`config.mk`:
```
export PLATFORM = sky130hd
export DESIGN_NAME = switch_conditioner
export DESIGN_NICKNAME = d
export VERILOG_FILES = /design/src/rtl/switch_conditioner.sv
export SDC_FILE = /design/constraint.sdc
export NUM_CORES = 1
export LEC_CHECK = 0
export BUFFER_PORTS_ARGS = -buffer_cell sky130_fd_sc_hd__buf_2
export CORE_MARGIN = 3
export CORE_UTILIZATION = 40
export DETAILED_ROUTE_END_ITERATION = 12
export GPL_TIMING_DRIVEN = 0
export PLACE_DENSITY_LB_ADDON = 0.2
export RECOVER_POWER = 25
export SLEW_MARGIN = 10
export SYNTH_ARGS = -nofsm -noshare
export SYNTH_HDL_FRONTEND = slang
export SYNTH_SLANG_ARGS = --single-unit
```
`constraint.sdc`:
```
create_clock -name CLOCK_50 -period 1.46 [get_ports CLOCK_50]
set_input_delay 0.146 -clock CLOCK_50 [delete_from_list [all_inputs] [get_ports CLOCK_50]]
set_output_delay 0.146 -clock CLOCK_50 [all_outputs]
set_load 0.01 [all_outputs]
```
`src/rtl/switch_conditioner.sv`:
```
// Synchronize, debounce and edge-detect raw switch levels; bit WIDTH-1 feeds the mux select.
// Define SW_COND_TOGGLE_EN to turn the select bit into a press-to-toggle latch.
module switch_conditioner #(
  parameter int WIDTH           = 3,
  parameter int DEBOUNCE_CYCLES = 16
) (
  input  logic             CLOCK_50,
  input  logic             reset,
  input  logic [WIDTH-1:0] sw_raw,
  output logic [WIDTH-1:0] sw_clean,
  output logic [WIDTH-1:0] sw_rise,
  output logic [WIDTH-1:0] sw_fall
);

  localparam int             CW       = $clog2(DEBOUNCE_CYCLES);
  localparam logic [CW-1:0]  CNT_LAST = CW'(DEBOUNCE_CYCLES - 1);

  logic [WIDTH-1:0] s1_q, s2_q;
  logic [WIDTH-1:0] clean_q, clean_d;
  logic [WIDTH-1:0] rise_q, rise_d;
  logic [WIDTH-1:0] fall_q, fall_d;
  logic [CW-1:0]    cnt_q [WIDTH];
  logic [CW-1:0]    cnt_d [WIDTH];

  // Counter only runs while the synchronized level disagrees with the clean level.
  always_comb begin
    for (int i = 0; i < WIDTH; i++) begin
      cnt_d[i]   = '0;
      clean_d[i] = clean_q[i];
      rise_d[i]  = 1'b0;
      fall_d[i]  = 1'b0;
      if (s2_q[i] != clean_q[i]) begin
        if (cnt_q[i] == CNT_LAST) begin
          clean_d[i] = s2_q[i];
          rise_d[i]  = s2_q[i];
          fall_d[i]  = ~s2_q[i];
        end else begin
          cnt_d[i] = cnt_q[i] + CW'(1);
        end
      end
    end
  end

  always_ff @(posedge CLOCK_50 or posedge reset) begin
    if (reset) begin
      s1_q    <= '0;
      s2_q    <= '0;
      clean_q <= '0;
      rise_q  <= '0;
      fall_q  <= '0;
      for (int i = 0; i < WIDTH; i++) cnt_q[i] <= '0;
    end else begin
      s1_q    <= sw_raw;
      s2_q    <= s1_q;
      clean_q <= clean_d;
      rise_q  <= rise_d;
      fall_q  <= fall_d;
      for (int i = 0; i < WIDTH; i++) cnt_q[i] <= cnt_d[i];
    end
  end

`ifdef SW_COND_TOGGLE_EN
  logic tog_q, tog_d;
  logic tog_rise_q, tog_rise_d;
  logic tog_fall_q, tog_fall_d;

  // Latch flips one cycle after each accepted press of the select bit.
  always_comb begin
    tog_d      = tog_q;
    tog_rise_d = 1'b0;
    tog_fall_d = 1'b0;
    if (rise_q[WIDTH-1]) begin
      tog_d      = ~tog_q;
      tog_rise_d = ~tog_q;
      tog_fall_d = tog_q;
    end
  end

  always_ff @(posedge CLOCK_50 or posedge reset) begin
    if (reset) begin
      tog_q      <= 1'b0;
      tog_rise_q <= 1'b0;
      tog_fall_q <= 1'b0;
    end else begin
      tog_q      <= tog_d;
      tog_rise_q <= tog_rise_d;
      tog_fall_q <= tog_fall_d;
    end
  end

  always_comb begin
    sw_clean           = clean_q;
    sw_rise            = rise_q;
    sw_fall            = fall_q;
    sw_clean[WIDTH-1]  = tog_q;
    sw_rise[WIDTH-1]   = tog_rise_q;
    sw_fall[WIDTH-1]   = tog_fall_q;
  end
`else
  assign sw_clean = clean_q;
  assign sw_rise  = rise_q;
  assign sw_fall  = fall_q;
`endif

endmodule

```
==> out/metrics.csv <==
metric,value,unit
timing_max_transition_violations_final,0,
worstSetupEndpointType,flop,
layoutNonFillerInstCount,121,
r2r-end,sw_clean[1],
maxSlewHeadroom,35.44,%
maxCapViolations,0,
postSynthCellCount,73,
stdcell_area,0.001195,mm^2
average_instance_area_after_synthesis,14.17,um^2
vias_per_cell,4.868,
grt_start_max_net_pins,28,
routed_wire_length_per_instance,11.34,um
dr.max_layer_used,met4,
cts_inserted_buffers,3,
grt_remaining_overflow,0,
timing.setup.critical_path_class,flop to flop,
cts.reportedPaths.clkPinSlew,150,ps
synth_cell_type_count,13,
worstReg2RegStart,cnt_q[4],
fillerInstances,216,
syn-num-nets,81,
drt_drc_violations_left,0,
htreeDepth,1,
finalHoldViolCount,0,
antenna_found_initial,0,
start_kind,flop,
grt_util_all_layers,9.670,%
postSynthRegisterBits,27,
fin_hold_ws,14.13,ps
dp.cells,114,
tritoncts,done,
cts.repair_timing.setup_buffer_count,0,
routabilityCongestion,0.7084,
clock_skew,18.99,ps
outcome,completed,
timing.hold.worst.class,input pin to asynchronous set/reset pin,
floorplan.core_area,0.002340,mm^2
port_buffers,13,
drtAntennaViolNets,0,
rows,17,
peakVddDrop,0.6267,mV
finalNetCount,102,
ff2ff_setup_slack,240,ps
clkLatencyLatePin,320,ps
dieWidth,56.86,um
area_delta_synth_final,15.48,%
grt_pass1_wl,2.449,mm
drt_pass1_iterations,4,
cts_root_buf,clkbuf_4,
synthesis.yosys.warnings,0,
placedInstanceArea,0.001135,mm^2
layout.core_utilization,51.07,%
numClockSinks,27,
cp.arrival,1460,ps
detailroute.wirelength.met2,598,um
detailedRoute.firstIterationViolations,5,
sequential_cell_area,675.6,um^2
wl_met1,701,um
setup_repair_after_global_routing_missed_its_margin,no,
route.final.wire_length,1.372,mm
worst_tran_pin_value,967.3,ps
routed-via-count,589,
timing.setup.tns,0,ps
reg2regPathDepth,3,
initial_core_util,44.22,%
die_area,0.003233,mm^2
achievable-frequency,817.2,MHz
io_pins,14,
syn_area,0.001035,mm^2
die_y,56.86,um
power_per_cell_area,999.0,mW/mm^2
layout_min_cycle_time,1224,ps
setup-violations-final,0,
worst_path_fanout_max,4,
dp_hpwl,953,um
cp_data_required_time,1690,ps
antenna-diode-count,0,
area_of_the_multi_input_gates,344.1,um^2
detailed_route_wirelength_on_metal3,58,um
post-route-period-util,83.82,%
post_route_cells_drive_above_1_share,26.88,%
max-clock-path-buffers,2,
vias_in_the_first_global_route,586,
leak_pwr,0.5571,nW
portion_of_the_post_synthesis_area_used_by_sequential_elements,65.30,%
[how the worst max path moves through the flow]
stage                         from           to
final                     cnt_q[4]  sw_clean[1]
after global routing      cnt_q[4]  sw_clean[1]
after CTS                 cnt_q[4]  sw_clean[1]
after detailed placement  cnt_q[4]  sw_clean[1]
after global placement    cnt_q[4]  sw_clean[1]
after floorplan           cnt_q[4]  sw_clean[1]
[Yosys cell counts]
master,number,area share [%]
ha_1,3,3.6
nor3b_2,2,2.4
nor3b_1,7,5.1
mux2_4,3,4.4
dfrtp_1,27,65
inv_1,4,1.5
nand3_2,3,2.9
o21ai_0,3,1.5
nor2b_1,3,1.8
xnor2_1,6,5.1
a21oi_1,6,2.9
nor2_1,3,1.1
nand4b_1,3,2.5
[registers in the layout, indices dropped and copies added, names as in the netlist]
signal,count
sw_fall,3
s1_q,3
cnt_q,12
sw_clean,3
sw_rise,3
s2_q,3
[logic make-up (layout without fill, tap and decap cells)]
group,after synthesis,in the layout,synth area share (%)
DFF,27,27,65.30
and+or+nand+nor,21,21,15.84
AOI/OAI and AO/OA,9,9,4.353
xor gates and xnor gates,6,6,5.079
buffers and inverters,4,24,1.451
adders and majority gates,3,3,3.628
muxes,3,3,4.353
[report_power, final]
part	switching, mW	internal [mW]	total (mW)	leakage, nW
clock network	0.211	0.105	0.316	0.0139
registers	0.0271	0.776	0.803	0.356
logic	0.0374	0.0374	0.0748	0.187
total	0.276	0.918	1.19	0.557
[worst max-delay path: stages (launching register included)]
cell and delay, ps:
dfrtp_1 450, ha_1 260, nand3_2 120, mux2_4 300
[final cells by class]
class                      count  share of cell area (%)
sequential                    27                   56.54
timing repair buffer          16                   7.958
clock buffer                   3                   1.885
clock inverter                 1                  0.6283
tap                           28                   2.932
multi-input combinational     42                   28.80
inverter                       4                   1.257
[per-stage QoR]
step / setup WS [ps] / power, mW
2_1_floorplan: 303.3 / 0.8670
3_5_place_dp: 257.8 / 0.8874
3_3_place_gp: 249.1 / 0.8855
5_1_grt: 175.2 / 1.265
4_1_cts: 230.5 / 1.220
6_report: 236.2 / 1.194
[per-layer routing]
layer / GRT usage [%] / up-vias
li1: - / 292
met1: 11.74 / 286
met2: 16.01 / 9
met3: 4.138 / 2
met4: 1.987 / 0
met5: 0 / -
[repair_timing]
item	CTS	global route
hold endpoints to repair	3	0
hold buffers	3	0
gates resized for setup	0	0
[cells in the final DEF (no fill, tap or decap), drive strengths merged]
cell / n
a21oi: 6
buf: 13
clkbuf: 3
clkinvlp: 1
dfrtp: 27
dlygate4sd3: 3
ha: 3
inv: 4
mux2: 3
nand3: 3
nand4b: 3
nor2: 3
nor2b: 3
nor3b: 9
o21ai: 3
xnor2: 6
Note: power is estimated with default switching activity, not from simulation.
